**config.mk**
```make
export PLATFORM = sky130hd
export DESIGN_NAME = lsu_misaligned
export DESIGN_NICKNAME = d
export VERILOG_FILES = /design/src/rtl/lsu_misaligned_pkg.sv /design/src/rtl/lsu_lane_align.sv /design/src/rtl/lsu_misaligned.sv
export SDC_FILE = /design/constraint.sdc
export NUM_CORES = 1
export LEC_CHECK = 0
export ABC_AREA = 1
export CAP_MARGIN = 20
export CORE_MARGIN = 4
export CORE_UTILIZATION = 51
export DETAILED_ROUTE_END_ITERATION = 8
export PLACE_DENSITY = 0.81
export SLEW_MARGIN = 20
export SYNTH_ARGS = -nofsm -noshare
export SYNTH_HDL_FRONTEND = slang
export SYNTH_SLANG_ARGS = --single-unit
```
**constraint.sdc**
```tcl
create_clock -name clock -period 2.8 [get_ports clock]
set_input_delay 0.56 -clock clock [delete_from_list [all_inputs] [get_ports clock]]
set_output_delay 0.56 -clock clock [all_outputs]
set_load 0.01 [all_outputs]
```
**src/rtl/lsu_misaligned_pkg.sv**
```systemverilog
// Shared constants for the misaligned load/store unit: RV32 funct3 encodings,
// access-size codes and the legality check used at request accept.
package lsu_misaligned_pkg;

  localparam int DATA_W = 32;

  localparam logic [2:0] F3_B  = 3'b000;
  localparam logic [2:0] F3_H  = 3'b001;
  localparam logic [2:0] F3_W  = 3'b010;
  localparam logic [2:0] F3_BU = 3'b100;
  localparam logic [2:0] F3_HU = 3'b101;

  localparam logic [1:0] SZ_B = 2'b00;
  localparam logic [1:0] SZ_H = 2'b01;
  localparam logic [1:0] SZ_W = 2'b10;

  localparam logic [3:0] MASK_B = 4'b0001;
  localparam logic [3:0] MASK_H = 4'b0011;
  localparam logic [3:0] MASK_W = 4'b1111;

  // Stores have no unsigned variants, so only B/H/W are legal for them.
  function automatic logic funct3_legal(input logic write, input logic [2:0] f3);
    if (write)
      return (f3 == F3_B) || (f3 == F3_H) || (f3 == F3_W);
    return (f3 == F3_B) || (f3 == F3_H) || (f3 == F3_W) ||
           (f3 == F3_BU) || (f3 == F3_HU);
  endfunction

endpackage

```
**src/rtl/lsu_lane_align.sv**
```systemverilog
// Combinational byte-lane steering: places store data/masks into the 64-bit
// two-word lane space and extracts/extends load data from {q1,q0}.
module lsu_lane_align
  import lsu_misaligned_pkg::*;
(
  input  logic [1:0]          off,
  input  logic [2:0]          funct3,
  input  logic [DATA_W-1:0]   wdata,
  input  logic [DATA_W-1:0]   q0,
  input  logic [DATA_W-1:0]   q1,
  output logic [7:0]          mask8,
  output logic [2*DATA_W-1:0] wdata64,
  output logic [DATA_W-1:0]   rdata
);

  function automatic logic [DATA_W-1:0] extend(input logic [2*DATA_W-1:0] lanes,
                                               input logic [2:0] f3);
    logic signed [7:0]  b;
    logic signed [15:0] h;
    b = $signed(lanes[7:0]);
    h = $signed(lanes[15:0]);
    case (f3[1:0])
      SZ_B:    extend = f3[2] ? {24'b0, lanes[7:0]}  : DATA_W'(b);
      SZ_H:    extend = f3[2] ? {16'b0, lanes[15:0]} : DATA_W'(h);
      default: extend = lanes[DATA_W-1:0];
    endcase
  endfunction

  logic [3:0]          size_mask;
  logic [2*DATA_W-1:0] lanes;

  always_comb begin
    case (funct3[1:0])
      SZ_B:    size_mask = MASK_B;
      SZ_H:    size_mask = MASK_H;
      default: size_mask = MASK_W;
    endcase
    mask8   = {4'b0, size_mask} << off;
    wdata64 = {{DATA_W{1'b0}}, wdata} << {off, 3'b000};
    lanes   = {q1, q0} >> {off, 3'b000};
    rdata   = extend(lanes, funct3);
  end

endmodule

```
**src/rtl/lsu_misaligned.sv**
```systemverilog
// RV32 load/store unit that splits word-crossing accesses into two aligned
// word transactions and returns extended load data as a one-cycle response.
module lsu_misaligned
  import lsu_misaligned_pkg::*;
#(
  parameter int WORD_ADDR_BITS = DATA_W - 2
) (
  input  logic                      clock,
  input  logic                      reset,
  input  logic                      req_valid,
  output logic                      req_ready,
  input  logic                      req_write,
  input  logic [DATA_W-1:0]         req_addr,
  input  logic [DATA_W-1:0]         req_wdata,
  input  logic [2:0]                req_funct3,
  output logic                      resp_valid,
  output logic [DATA_W-1:0]         resp_rdata,
  output logic                      resp_error,
  output logic [WORD_ADDR_BITS-1:0] mem_address,
  output logic [3:0]                mem_byteena,
  output logic [DATA_W-1:0]         mem_data,
  output logic                      mem_wren,
  input  logic [DATA_W-1:0]         mem_q
);

  typedef enum logic [1:0] {IDLE, ACC0, ACC1, DONE} state_t;

  state_t state;
  logic   handshake;
  logic   wren_q;

  logic              wr_q;
  logic [1:0]        off_q;
  logic [2:0]        funct3_q;
  logic [3:0]        mask_hi_q;
  logic [DATA_W-1:0] wdata_hi_q;
  logic [DATA_W-1:0] q0_q;

  logic [1:0]          al_off;
  logic [2:0]          al_funct3;
  logic [DATA_W-1:0]   al_q0;
  logic [DATA_W-1:0]   al_q1;
  logic [7:0]          mask8;
  logic [2*DATA_W-1:0] wdata64;
  logic [DATA_W-1:0]   rdata;

  assign req_ready = (state == IDLE) && !reset;
  assign handshake = req_valid && req_ready;
  // A write already registered for ACC1 must not commit on the reset edge.
  assign mem_wren  = wren_q && !reset;

  // In IDLE the aligner sees the incoming request; afterwards the latched one.
  // The final access word comes straight from mem_q so the response can be
  // registered on the same edge that leaves the last access state.
  always_comb begin
    al_off    = (state == IDLE) ? req_addr[1:0] : off_q;
    al_funct3 = (state == IDLE) ? req_funct3    : funct3_q;
    al_q0     = (state == ACC0) ? mem_q : q0_q;
    al_q1     = (state == ACC1) ? mem_q : '0;
  end

  lsu_lane_align u_align (
    .off     (al_off),
    .funct3  (al_funct3),
    .wdata   (req_wdata),
    .q0      (al_q0),
    .q1      (al_q1),
    .mask8   (mask8),
    .wdata64 (wdata64),
    .rdata   (rdata)
  );

  // Request latch and first-word capture
  always_ff @(posedge clock) begin
    if (handshake) begin
      wr_q       <= req_write;
      off_q      <= req_addr[1:0];
      funct3_q   <= req_funct3;
      mask_hi_q  <= mask8[7:4];
      wdata_hi_q <= wdata64[2*DATA_W-1:DATA_W];
    end
    if (state == ACC0)
      q0_q <= mem_q;
  end

  // Access sequencing
  always_ff @(posedge clock) begin
    if (reset) begin
      state       <= IDLE;
      resp_valid  <= 1'b0;
      resp_rdata  <= '0;
      resp_error  <= 1'b0;
      wren_q      <= 1'b0;
      mem_byteena <= '0;
      mem_address <= '0;
      mem_data    <= '0;
    end else begin
      case (state)
        IDLE: begin
          if (handshake) begin
            if (funct3_legal(req_write, req_funct3)) begin
              state       <= ACC0;
              mem_address <= req_addr[WORD_ADDR_BITS+1:2];
              mem_byteena <= mask8[3:0];
              mem_data    <= wdata64[DATA_W-1:0];
              wren_q      <= req_write;
            end else begin
              state      <= DONE;
              resp_valid <= 1'b1;
              resp_error <= 1'b1;
              resp_rdata <= '0;
            end
          end
        end
        ACC0: begin
          if (mask_hi_q != 4'b0) begin
            state       <= ACC1;
            mem_address <= mem_address + WORD_ADDR_BITS'(1);
            mem_byteena <= mask_hi_q;
            mem_data    <= wdata_hi_q;
          end else begin
            state       <= DONE;
            mem_byteena <= '0;
            wren_q      <= 1'b0;
            resp_valid  <= 1'b1;
            resp_rdata  <= wr_q ? '0 : rdata;
          end
        end
        ACC1: begin
          state       <= DONE;
          mem_byteena <= '0;
          wren_q      <= 1'b0;
          resp_valid  <= 1'b1;
          resp_rdata  <= wr_q ? '0 : rdata;
        end
        default: begin
          state      <= IDLE;
          resp_valid <= 1'b0;
          resp_error <= 1'b0;
          resp_rdata <= '0;
        end
      endcase
    end
  end

endmodule

```
==> run summary, run 1 <==
- 2 — deepest clock path buffer count
- 142 µm — die extent in y
- 73 — pin count of the biggest net entering global routing
- 0.402 ns — final hold slack
- 1677 — number of nets in the final layout
- 205 — count of boundary I/O pins
- nand2_1 — count leader, synth
- dfxtp_1 — top flip-flop cell by instance count after synthesis
- 0 — final hold viol count
- 0 — Final Setup Violations
- 0% — share of synthesized registers carrying an async set or reset
- 168 — clock tree sinks
- 0 — number of buffers inserted by hold repair at cts
- 1502 — Net Count, Synth
- built — CTS tree
- 4770 µm² — combined area of the multi-input logic cells
- flop — sort of element at the start of the critical path
- 11400 µm² — Post-Place Cell Area
- 6.57 µm² — Avg Inst Size Synth
- 17 — number of buffers created by CTS
- 48 — row cnt
- 17500 µm² — Core ar.
- 0 — residual DRC count
- 0.735 ns — measured slew at the worst slew-check pin
- 967 — starting DRC count in detailed routing
- output port — Setup crit end kind
- 30.0 mm — final wirelength
- 9073 — vias in the first global route
- dfxtp_1 (30%), nand2_1 (20%), edfxtp_1 (11%) — top cells by area in the synthesized netlist
- 11 — worst-path maximum fanout
- 16.6 µm — final routed wire length divided by cell count
- 12000 µm² — final instance area
- 1394 — cell count after synthesis
- 0 — CTS-repair resized insts
- 142 µm — die boundary width
- 799 µV — worst voltage drop across the vdd grid
- 51.0% — slew margin rel.
- nand2_1 (493), nor2_1 (149), dfxtp_1 (135) — Commonest cells post-synth
- 20200 µm² — die footprint
- 0.941 — routability cong.
- 2.70 ns — minimum clock period after layout
- 40.3% — sequential area share after synthesis
- 4.72 nW — leakage dissipation
- flop to output port — critical path type
- 0 — max-cap viol count
- 68.7% — final core utilization
- 1533 — fill cell count
- 204 — total of buffers placed on input and output ports
- 371 MHz — Max Fclk
- 0 — Post-CTS Setup Bufs
- 0.00926 ns — maximum clock skew at final layout
- 2.14 ns — WP data arrival
- 1080 nW/µm² — Pwr per Cell Area
- finished clean — run status
- 6.95% — fraction of layout cells with a size suffix above 1
- 31.1% — layout-stage area growth over the synthesis result
- 5.57 — routed via count divided by cell count
- 96.3% — fin crit share
- 9160 µm² — synthesized area
- 0.07 ns — clock slew seen by the registers of the worst setup and hold paths
- 29.5% — fraction of synthesized cell area taken by the top area cell type
- clkbuf_16 — root buf cell
- 2.24 ns — critical path data required time
- 168 — register bit count reported by yosys
- 0 — Yosys Warn Count
- no — setup repair after global routing missed its margin
- 0 — Congestion Overflow GR
- dfxtp_1 — cell type contributing the most total cell area after synthesis
- 21.1 mm — dpl hpwl
- 0.43 ns — clock latency at the later pin of the worst-skew pair
- 4 — H-tree depth reported by CTS
- 0 — DRT antenna net count
- 1 — initial antenna violation count
- input port to flop — Hold WC Path Type
- 0 — count of pins over their slew limit
- 47.1 mm — first-pass GRT wire length
- 52.4% — initial core utilization
- 5 — first-pass iteration count of the detailed router
- 0 ns — accumulated negative setup slack
- 36 — number of distinct library cells after synthesis
- 10076 — total number of vias
- 29.0% — Global Route Usage Sum
- 3690 µm² — area of all sequential standard cells
- 33 — number of enable flip-flop cells after synthesis
-- through the flow --
stage | total power, W | setup WS [ns] | std cells
floorplan | 0.00811 | 0.814 | 1394
global placement | 0.0103 | 0.318 | 1775
detailed placement | 0.0104 | 0.266 | 1775
CTS | 0.0129 | 0.0957 | 1807
global route | 0.0139 | 0.00454 | 1808
finish | 0.0130 | 0.103 | 1808
-- layout make-up --
cell class | instances | area share [%]
Tap cell | 225 | 2.34
Clock inverter | 13 | 1.04
Inverter | 83 | 2.59
Sequential cell | 168 | 30.8
Multi-Input combinational cell | 1059 | 39.8
Clock buffer | 19 | 3.96
Antenna cell | 1 | 0.0208
Timing Repair Buffer | 240 | 19.5
-- cells by family after synthesis --
family	after synthesis	share of synthesized area (%)
xor+xnor	3	0.287
simple gates	813	36.6
flops	168	40.3
compound gates	238	14.4
buf+inv	167	7.77
fa+ha+maj	5	0.683
-- final timing paths --
kind	startpoint	to	slack (ns)	cells past startpoint
min reg2reg	q0_q[7]	q0_q[7]	0.45	2
max reg2reg	state[1]	mem_data[26]	0.29	11
min	reset	mem_byteena[3]	0.40	2
max	state[1]	req_ready	0.10	6
-- where the power goes --
group | internal, W | switching (W)
sequential | 0.00323 | 0.000414
combinational | 0.00247 | 0.00446
clock | 0.00135 | 0.00105
-- critical path: stages (launching register included) --
cell and delay [ns]:
dfxtp_1 0.35, inv_1 0.12, ha_1 0.26, buf_4 0.23
inv_2 0.09, nor2_2 0.10, clkdlybuf4s50_1 0.55
-- sequential cells by signal, indices dropped and copies added, names as in the netlist --
| signal | cells |
|---|---|
| mem_address | 30 |
| resp_valid | 1 |
| wdata_hi_q | 24 |
| wren_q | 1 |
| funct3_q | 3 |
| mem_byteena | 4 |
| state | 2 |
| q0_q | 32 |
| wr_q | 1 |
| off_q | 2 |
| mask_hi_q | 3 |
| resp_error | 1 |
| resp_rdata | 32 |
| mem_data | 32 |
-- cells in the final DEF (no fill, tap or decap), drive strengths merged, types with 19 or more instances in the layout --
| master | synthesis | layout |
|---|---|---|
| clkbuf | 36 | 19 |
| a21oi | 91 | 91 |
| clkdlybuf4s50 | 0 | 203 |
| nand3 | 132 | 132 |
| o21ai | 110 | 110 |
| a31oi | 20 | 20 |
| dfxtp | 135 | 135 |
| nor2 | 151 | 151 |
| inv | 83 | 92 |
| nand2 | 507 | 507 |
| edfxtp | 33 | 33 |
| buf | 48 | 37 |
-- metal layers --
layer | GRT usage (%) | vias up | share of wire, %
met3 | 5.81 | 65 | 9.3
met5 | 0 | - | 0
li1 | - | 4889 | -
met1 | 39.7 | 4557 | 42
met4 | 10.7 | 0 | 2.9
met2 | 45.6 | 565 | 46
Note: power is estimated with default switching activity, not from simulation.
==> inputs of run 2 (changes only) <==
--- a/config.mk
+++ b/config.mk
@@ -11,6 +11,7 @@
 export CORE_UTILIZATION = 51
 export DETAILED_ROUTE_END_ITERATION = 8
 export PLACE_DENSITY = 0.81
+export SKIP_CTS_REPAIR_TIMING = 1
 export SLEW_MARGIN = 20
 export SYNTH_ARGS = -nofsm -noshare
 export SYNTH_HDL_FRONTEND = slang
==> results of run 2 <==
Final layout, timing and power as in run 1 (identical DEF).
==> inputs of run 3 (changes only) <==
--- a/config.mk
+++ b/config.mk
@@ -5,7 +5,6 @@
 export SDC_FILE = /design/constraint.sdc
 export NUM_CORES = 1
 export LEC_CHECK = 0
-export ABC_AREA = 1
 export CAP_MARGIN = 20
 export CORE_MARGIN = 4
 export CORE_UTILIZATION = 51
==> run 3 against run 2 <==
Worst setup slack lost 0.021 ns; sequential power grew 8.2%; via count shrank 14%; register-to-register slack is essentially flat; final cell count shrank 22%; die area shrank 3.9%; clock power shrank 2%; non-clock buffer count grew 6; global-route usage shrank 1.6 points; design area shrank 1.8%; area after synthesis shrank 4.2%; sequential share of layout area grew 0.55 points.
==> run summary, run 3 <==
- finished clean — run status
- 992 — cell count after synthesis
- no — setup repair after global routing missed its margin
- 2 — deepest clock path buffer count
- 11800 µm² — final instance area
- 0.903 — routability cong.
- 52.6% — initial core utilization
- 0 — DRT antenna net count
- 8445 — vias in the first global route
- 0.29 ns — setup slack of the most critical reg-to-reg path
- 5 — first-pass iteration count of the detailed router
- 27.4 mm — final wirelength
- 0 — max-cap viol count
- 3690 µm² — area of all sequential standard cells
- 19.5 µm — final routed wire length divided by cell count
- 44.8% — slew margin rel.
- 42.1% — sequential area share after synthesis
- 0.824 ns — measured slew at the worst slew-check pin
- 10.9% — mux share of post-synthesis cell area
- 4690 µm² — combined area of the multi-input logic cells
- 36.1% — met1 GRT Util
- 6.19 — routed via count divided by cell count
- 16700 µm² — Core ar.
- 139 µm — die boundary width
- 47 — row cnt
- 168 — register bit count reported by yosys
- 0 — Final Setup Violations
- 0 — Antenna diodes
- 205 — count of boundary I/O pins
- dfxtp_1 — cell type contributing the most total cell area after synthesis
- 1280 — number of nets in the final layout
- output port — Setup crit end kind
- dfxtp_1 (135), nand2_1 (112), nor2_1 (87) — Commonest cells post-synth
- 62 — number of distinct library cells after synthesis
- 1405 — non-filler instance count after layout
- 0% — share of synthesized registers carrying an async set or reset
- 5.97% — global-route track usage on met3
- 4 — H-tree depth reported by CTS
- 43.7 mm — first-pass GRT wire length
- dfxtp_1 — count leader, synth
- 368 MHz — Max Fclk
- 97.1% — fin crit share
- 0 — initial antenna violation count
- 17 — number of buffers created by CTS
- 168 — clock tree sinks
- 30.8% — fraction of synthesized cell area taken by the top area cell type
- state[0] — launching element of the worst setup path
- 0 — final hold viol count
- compound AO/OA/AOI/OAI gates — main combinational cell family by area after synthesis
- mem_data[9] — end of the worst register-to-register path
- 0.00653 ns — maximum clock skew at final layout
- 1302 — fill cell count
- 139 µm — die extent in y
- req_ready — worst setup path endpoint
- mem_data (32), q0_q (32), resp_rdata (32) — biggest regs
- clkdlybuf4s50_1 (203), dfxtp_1 (135), nand2_1 (112) — most frequent cells in the layout
- 2.72 ns — minimum clock period after layout
- 633 µV — worst voltage drop across the vdd grid
- 19400 µm² — die footprint
- 44.3% — GR Util met2
- 8695 — total number of vias
- 204 — total of buffers placed on input and output ports
- wren_q — min-delay src
- 11200 µm² — Post-Place Cell Area
- 60 — pin count of the biggest net entering global routing
- 1100 — Net Count, Synth
- 11.0% — fraction of layout cells with a size suffix above 1
- 0 — residual DRC count
- 937 — starting DRC count in detailed routing
- 27.4% — Global Route Usage Sum
- 8780 µm² — synthesized area
- 13 — worst-path maximum fanout
- 4.36 nW — leakage dissipation
- built — CTS tree
- 1373 — number of cells after detailed placement
- flop to flop — Hold WC Path Type
- 34.4% — layout-stage area growth over the synthesis result
- clkdlybuf4s50_1 — commonest non-fill, non-tap cell in the layout
- 2.24 ns — critical path data required time
- 0 — count of pins over their slew limit
- 1130 nW/µm² — Pwr per Cell Area
- 0% — area share of xor/xnor cells in the synthesized design
- state[0] — reg-to-reg critical path startpoint
- 2.16 ns — WP data arrival
- clkbuf_16 — root buf cell
- 0 — Congestion Overflow GR
- 8.85 µm² — Avg Inst Size Synth
- 0.713% — post-synthesis adder-cell area fraction
- 0.06 ns — clock slew seen by the registers of the worst setup and hold paths
- met2 — most used routing layer
- 19.4 mm — dpl hpwl
- 0.42 ns — clock latency at the later pin of the worst-skew pair
- 22.4% — Compound-Gate Fraction of Synth Area
- 7 — reg2reg path depth
- 18.8% — post-synthesis share of cell area spent on and, or, nand and nor gates
- 0 — Yosys Warn Count
- dfxtp_1 (31%), edfxtp_1 (11%), mux2i_1 (4.9%) — top cells by area in the synthesized netlist
- flop — sort of element at the start of the critical path
- dfxtp_1 — top flip-flop cell by instance count after synthesis
- 33 — number of enable flip-flop cells after synthesis
- flop to output port — critical path type
run 3: critical path: stages (launching register included):
cell and delay, ns:
dfxtp_1 0.36, inv_1 0.14, ha_4 0.19, buf_4 0.21, inv_1 0.10, nor2_1 0.17
clkdlybuf4s50_1 0.57
run 3: layout make-up:
| type | count | share of cell area [%] |
|---|---|---|
| Sequential cell | 168 | 31.3 |
| Tap cell | 220 | 2.33 |
| Clock inverter | 9 | 0.742 |
| Inverter | 21 | 0.668 |
| Timing Repair Buffer | 246 | 20.9 |
| Clock buffer | 23 | 4.33 |
| Multi-Input combinational cell | 718 | 39.7 |
run 3: worst min-delay path by stage:
| stage | endpoint | slack, ns | cells after the start |
|---|---|---|---|
| after floorplan | wren_q | 0.43 | 2 |
| after global placement | wren_q | 0.44 | 2 |
| after detailed placement | wren_q | 0.44 | 2 |
| after CTS | wren_q | 0.45 | 2 |
| after global routing | wren_q | 0.49 | 2 |
| final | wren_q | 0.45 | 2 |
run 3: routing by layer:
layer  share of wire, %  vias to the layer above
li1                   -                     4046
met1                 41                     4138
met2                 47                      446
met3                8.4                       65
met4                2.9                        0
met5                  0                        -
run 3: cells by family after synthesis:
kind of cell / after synthesis
adders and majority gates: 5
and+or+nand+nor: 352
DFF: 168
buffers and inverters: 106
muxes: 81
AOI/OAI and AO/OA: 280
run 3: metrics by stage:
| stage | setup WS [ns] | TNS (ns) | total power, W | hold WS, ns | util, % |
|---|---|---|---|---|---|
| 6_report | 0.0819 | 0 | 0.0133 | 0.445 | 70.6 |
| 5_1_grt | 0.0158 | 0 | 0.0142 | 0.487 | 70.6 |
| 4_1_cts | -0.0750 | -0.0750 | 0.0133 | 0.448 | 70.5 |
| 3_5_place_dp | 0.116 | 0 | 0.0109 | 0.439 | 67.0 |
| 3_3_place_gp | 0.144 | 0 | 0.0107 | 0.436 | 67.0 |
| 2_1_floorplan | 0.0867 | 0 | 0.00815 | 0.427 | - |
run 3: power breakdown:
part	internal (W)	switching, W	total (W)
sequential	0.00337	0.000570	0.00394
clock	0.00138	0.000978	0.00236
combinational	0.00320	0.00385	0.00705
==> patch 1: new RTL, config.mk and constraints of run 3 <==
The 4 states of `state_t` get a one-hot encoding in 4 bits.
--- a/src/rtl/lsu_misaligned.sv
+++ b/src/rtl/lsu_misaligned.sv
@@ -24,5 +24,5 @@
 );
 
-  typedef enum logic [1:0] {IDLE, ACC0, ACC1, DONE} state_t;
+  typedef enum logic [3:0] {IDLE = 4'b0001, ACC0 = 4'b0010, ACC1 = 4'b0100, DONE = 4'b1000} state_t;
 
   state_t state;
Check against the original RTL: same outputs for any inputs over 4 cycles, from zero or initial values and one cycle with reset high; so few cycles prove little.
==> patch 1 against run 3 <==
Critical path depth is the same; register-to-register slack lost 110 ps; setup slack gained 100 ps; sequential cell count grew 2; design area shrank 2.3%; synthesized cell count shrank 4.7%; area after synthesis shrank 4.1%; routed wire length shrank 2.2%.
Power is not compared: it rests on default switching activity, and its combinational part moved more than twofold at a synthesized area within 25%.
==> patch 1: results (changes against run 3) <==
Run status
  – Status: completed

Synth
  – Synth cell types: 70 (+13%)
  – Avg Synthesized Cell Area: 8.91 um^2 (+0.62%)
  – Synth area leaders: dfxtp_1, edfxtp_1, mux2i_1
  – Net Count, Synth: 1049 (-4.6%)
  – Async SR Flop Fraction: 0% (unchanged)
  – Synth top cells by count: dfxtp_1, nand2_1, mux2i_1
  – Ys Warns: 0 (unchanged)
  – EDFF count, synth: 33 (unchanged)
  – Sequential fraction of the synthesis area: 44.4% (+2.3 points)
  – Ys flop type: dfxtp_1

Worst setup path
  – Crit path max fanout: 10 (-3)
  – Critical path data arrival time: 2960 ps (+800 ps)

Placed design
  – Routability Congestion: 0.912 (+0.96%)
  – I/O Buffers: 204 (unchanged)
  – Pre-CTS setup slack: 75.9 ps (-40.1 ps)
  – DP Wirelength: 18900 um (-3.0%)

Finish
  – Nets: 1255 (-2.0%)
  – Biggest regs: mem_data (32), q0_q (32), resp_rdata (32)
  – Share of cells above drive strength 1: 9.28% (-1.7 points)
  – Number of diodes: 0 (unchanged)
  – Non-Filler Instances: 1380 (-1.8%)

Clock network
  – CTS clk-pin slew, worst paths: roughly 70 ps
  – Clk buf depth: 2 (unchanged)
  – Root buffer cell: clkbuf_16
  – Clock latency at the later pin of the worst-skew pair: roughly 430 ps
  – H-Tree Depth: 4 (unchanged)

Global route
  – Total GRT Usage: 28.5% (+1.1 points)
  – Initial antenna violation count: 0 (unchanged)
  – GRT met3 Usage: 5.37% (-0.60 points)
  – Met1 usage: 36.6% (+0.47 points)
  – Largest net degree at the start of global routing: 62 (+3.3%)
  – Vias in the first global route: 8108 (-4.0%)
  – First-pass GRT wire length: 42200 um (-3.2%)
  – Met2 usage: 48.0% (+3.7 points)

STA
  – Worst Skew: 7.12 ps (+0.586 ps)
  – Worst-margin pin slew: 1060 ps (+232 ps)

Detailed routing
  – DR iter-0 viols: 908 (-3.1%)
  – Antenna viol nets, final: 0 (unchanged)
  – WL final: 26800 um (-2.2%)
  – Vias: 8319 (-4.3%)

Hold path
  – Worst hold path type: flop to flop

Pwr
  – Leakage Power: 0.00464 uW
  – Worst vdd ir: 0.468 mV
==> patch 1: cell types whose count changed in the layout (fill, tap and decap cells not counted), moves of 14 or more <==
cell,delta
o2bb2ai_1,-16
o211ai_1,-15
nand2_1,+16
nor2_1,-14
mux2i_1,+51
a22oi_1,+17
a211oi_1,-16
o21ai_1,+14
mux2_2,-25
==> patch 1: worst paths after layout <==
path | from | to | slack (ps) | depth (start not counted)
setup / recovery | state[1] | mem_data[11] | 180 | 6
hold reg to reg | resp_rdata[21] | resp_rdata[21] | 450 | 2
setup reg to reg | state[1] | mem_data[11] | 180 | 6
hold / removal | resp_rdata[21] | resp_rdata[21] | 450 | 2
==> patch 1: metrics by stage <==
stage                     power [uW]  hold WS, ps  area, um^2
after floorplan                 3880          428        8420
after global placement          4520          438       10900
after detailed placement        4570          443       10900
after CTS                       6860          452       11500
after global routing            7160          473       11500
final                           6870          449       11500
==> patch 1: area by class of cell <==
| class | count | area (um^2) |
|---|---|---|
| multi-input combinational | 675 | 4290 |
| clock inverter | 12 | 123 |
| fill | 1278 | 4480 |
| tap | 216 | 270 |
| sequential | 170 | 3730 |
| timing repair buffer | 253 | 2530 |
| inverter | 34 | 128 |
| clock buffer | 20 | 447 |
==> patch 1: kinds of logic (layout without fill, tap and decap cells) <==
group	count (synthesis)	in the layout	synth area share (%)
adder cells (fa/ha/maj)	1	1	0.149
multiplexers	101	101	12.5
buffers and inverters	100	319	5.14
XOR/XNOR	4	4	0.416
AO/OA/AOI/OAI	253	253	19.8
AND/OR/NAND/NOR	316	316	17.6
flip-flops	170	170	44.4
==> patch 1: power breakdown <==
group / total [uW] / internal [uW] / switching (uW) / leakage, uW
Sequential: 2880 / 2760 / 117 / 0.00143
Clock: 2310 / 1330 / 979 / 0.000278
Combinational: 1690 / 772 / 915 / 0.00293
Total: 6870 / 4860 / 2010 / 0.00464
==> patch 1: per-layer routing <==
| layer | up-vias | part of all wire (%) |
|---|---|---|
| met3 | 53 | 8.7 |
| met2 | 435 | 48 |
| li1 | 3878 | - |
| met4 | 0 | 2.1 |
| met1 | 3953 | 41 |
| met5 | - | 0 |
==> patch 1: critical path, cell delays in order, from the launching register on <==
cell and delay (ps):
dfxtp_1 360, or4b_4 590, buf_4 190, mux2_4 400, nor2_1 570, a221oi_1 230, nor3_1 190
==> patch 2: new RTL, config.mk and constraints of run 3 <==
Made on the original files. Make the reset (`reset`) asynchronous in one clocked block.
--- a/src/rtl/lsu_misaligned.sv
+++ b/src/rtl/lsu_misaligned.sv
@@ -85,5 +85,5 @@
 
   // Access sequencing
-  always_ff @(posedge clock) begin
+  always_ff @(posedge clock or posedge reset) begin
     if (reset) begin
       state       <= IDLE;
Formal check against the unedited RTL: differs if reset is asserted again (counterexample within 4 cycles, from zero or initial values and one cycle with reset high); with reset held inactive, the same outputs for 4 cycles.
==> patch 2 against run 3 <==
Total power grew 6.3%; register-to-register slack lost 100 ps; first-iteration DRC count shrank 29%; design area grew 1.7%; largest power group unchanged; routed wire length shrank 0.73%; sequential share of layout area grew 3.8 points; utilization grew 0.67 points; maximum frequency grew 1.4%; cell count grew 0.57%; global-route usage shrank 0.18 points; area after synthesis grew 0.93%; sequential cell count is the same; setup slack gained 39 ps; non-clock buffer count grew 6.
==> patch 2: results (changes against run 3) <==
Pwr
  – Worst vdd ir: 0.663 mV (+4.6%)
  – Leakage Power: 0.00483 uW (+11%)
  – Net Sw Frac: 41.3% (+0.88 points)

Detailed routing
  – DR iter-0 viols: 666 (-29%)
  – Vias: 8532 (-1.9%)
  – Met2 routed WL: 13100 um (+0.83%)
  – WL met1: 11400 um (about the same)
  – Vias per cell: 6.04 (-2.4%)
  – Drt first pass iters: 7 (+2)
  – Routed length per instance: 19.3 um (-1.3%)
  – Met3 WL: 2150 um (-6.8%)

Finish
  – Share of cells above drive strength 1: 10.1% (-0.83 points)
  – Nets: 1288 (+0.63%)

Worst setup path
  – R2R Setup Slk: 190 ps (-100 ps)
  – Crit Reg-Reg Startpoint: state[1]
  – Critical path data arrival time: 2120 ps (-40 ps)
  – Largest incremental delay on the critical path: 540 ps (-30 ps)
  – Cell count of the worst reg-to-reg path: 8 (+1)
  – R2R Path End: resp_rdata[26]
  – Crit path max fanout: 11 (-2)

Global route
  – Met2 usage: 44.0% (-0.30 points)
  – First-pass GRT wire length: 43400 um (-0.54%)
  – Met1 usage: 36.6% (+0.46 points)
  – Vias in the first global route: 8401 (-0.52%)
  – GRT met3 Usage: 6.14% (+0.18 points)
  – Largest net degree at the start of global routing: 81 (+35%)
  – Total GRT Usage: 27.2% (-0.18 points)

Synth
  – Async SR Flop Fraction: 61.3% (+61 points)
  – Synth area leaders: dfrtp_1, edfxtp_1, dfxtp_1
  – XOR/XNOR Fraction of Synth Area: 0% (unchanged)
  – Ys flop type: dfrtp_1
  – Mux share of post-synthesis cell area: 9.04% (-1.9 points)
  – Synth top cells by count: nand2_1, dfrtp_1, o21ai_0
  – Synth Area in Compound Gates: 20.1% (-2.3 points)
  – Avg Synthesized Cell Area: 9.01 um^2 (+1.9%)
  – Ys Warns: 0 (unchanged)
  – Net Count, Synth: 1091 (-0.82%)
  – Sequential fraction of the synthesis area: 47.5% (+5.4 points)
  – Top cell type's share of synthesized area: 29.1% (-1.7 points)
  – Synth cell types: 61 (-1.6%)
  – Post-synthesis adder-cell area fraction: 0.706% (-0.0065 points)

Placed design
  – DP Wirelength: 18400 um (-5.5%)
  – Routability Congestion: 0.869 (-3.8%)
  – DP Area: 0.0113 mm^2 (+1.3%)
  – Pre-CTS setup slack: -127 ps (-243 ps)
  – I/O Buffers: 204 (unchanged)

STA
  – Slew margin rel.: 45.2% (+0.33 points)
  – Final Hold Slack: 473 ps (+28.2 ps)
  – Worst Skew: 8.39 ps (+1.86 ps)

Run status
  – Status: completed

Clock network
  – CTS clk-pin slew, worst paths: 70 ps

Hold path
  – Beginning of the worst hold path: q0_q[13]
  – Hold EP: q0_q[13]
-- patch 2: changes by cell type after synthesis, moves of 19 or more --
cell,before,now
nor2_1,87,63
a211oi_1,25,6
o21ai_0,55,95
nand2_1,112,152
nor3_1,36,8
nand3_1,36,66
o2bb2ai_1,25,0
dfrtp_1,0,103
dfxtp_1,135,32
-- patch 2: how the worst max path moves through the flow --
stage                            from        endpoint  slack, ps  cells after the start
after CTS                    state[1]   resp_rdata[8]        -20                      9
after floorplan              state[0]  resp_rdata[20]         30                     12
after global placement    req_addr[1]  resp_rdata[26]        -80                      6
after global routing         state[1]     mem_data[6]          2                     10
after detailed placement  req_addr[1]  resp_rdata[27]       -130                      8
final                        state[1]       req_ready        120                      5
-- patch 2: cells by family (layout without fill, tap and decap cells) --
logic type / count (synthesis) / after routing
multiplexers: 77 / 77
buffers and inverters: 106 / 316
AO/OA/AOI/OAI: 280 / 280
AND/OR/NAND/NOR: 347 / 347
adder cells (fa/ha/maj): 5 / 5
flip-flops: 168 / 168
-- patch 2: worst max-delay path: cells and delay by family (launching register included) --
| family | cells | cell delay [ps] |
|---|---|---|
| flip-flops | 1 | 400 |
| buffers and inverters | 3 | 900 |
| adder cells (fa/ha/maj) | 1 | 210 |
| AND/OR/NAND/NOR | 1 | 180 |
-- patch 2: area by class of cell --
type / instances / area [um^2]
tap: 220 / 275
inverter: 32 / 128
clock inverter: 11 / 101
multi-input combinational: 709 / 4280
fill: 1325 / 4820
clock buffer: 21 / 526
timing repair buffer: 252 / 2470
sequential: 168 / 4210
-- patch 2: power by group through the flow --
stage	combinational (uW)	clock, uW	sequential (uW)
4_1_cts	7440	2490	4190
5_1_grt	8220	2600	4300
3_5_place_dp	7380	0	4220
3_3_place_gp	7190	0	4190
6_report	7520	2460	4200
2_1_floorplan	4200	0	4340
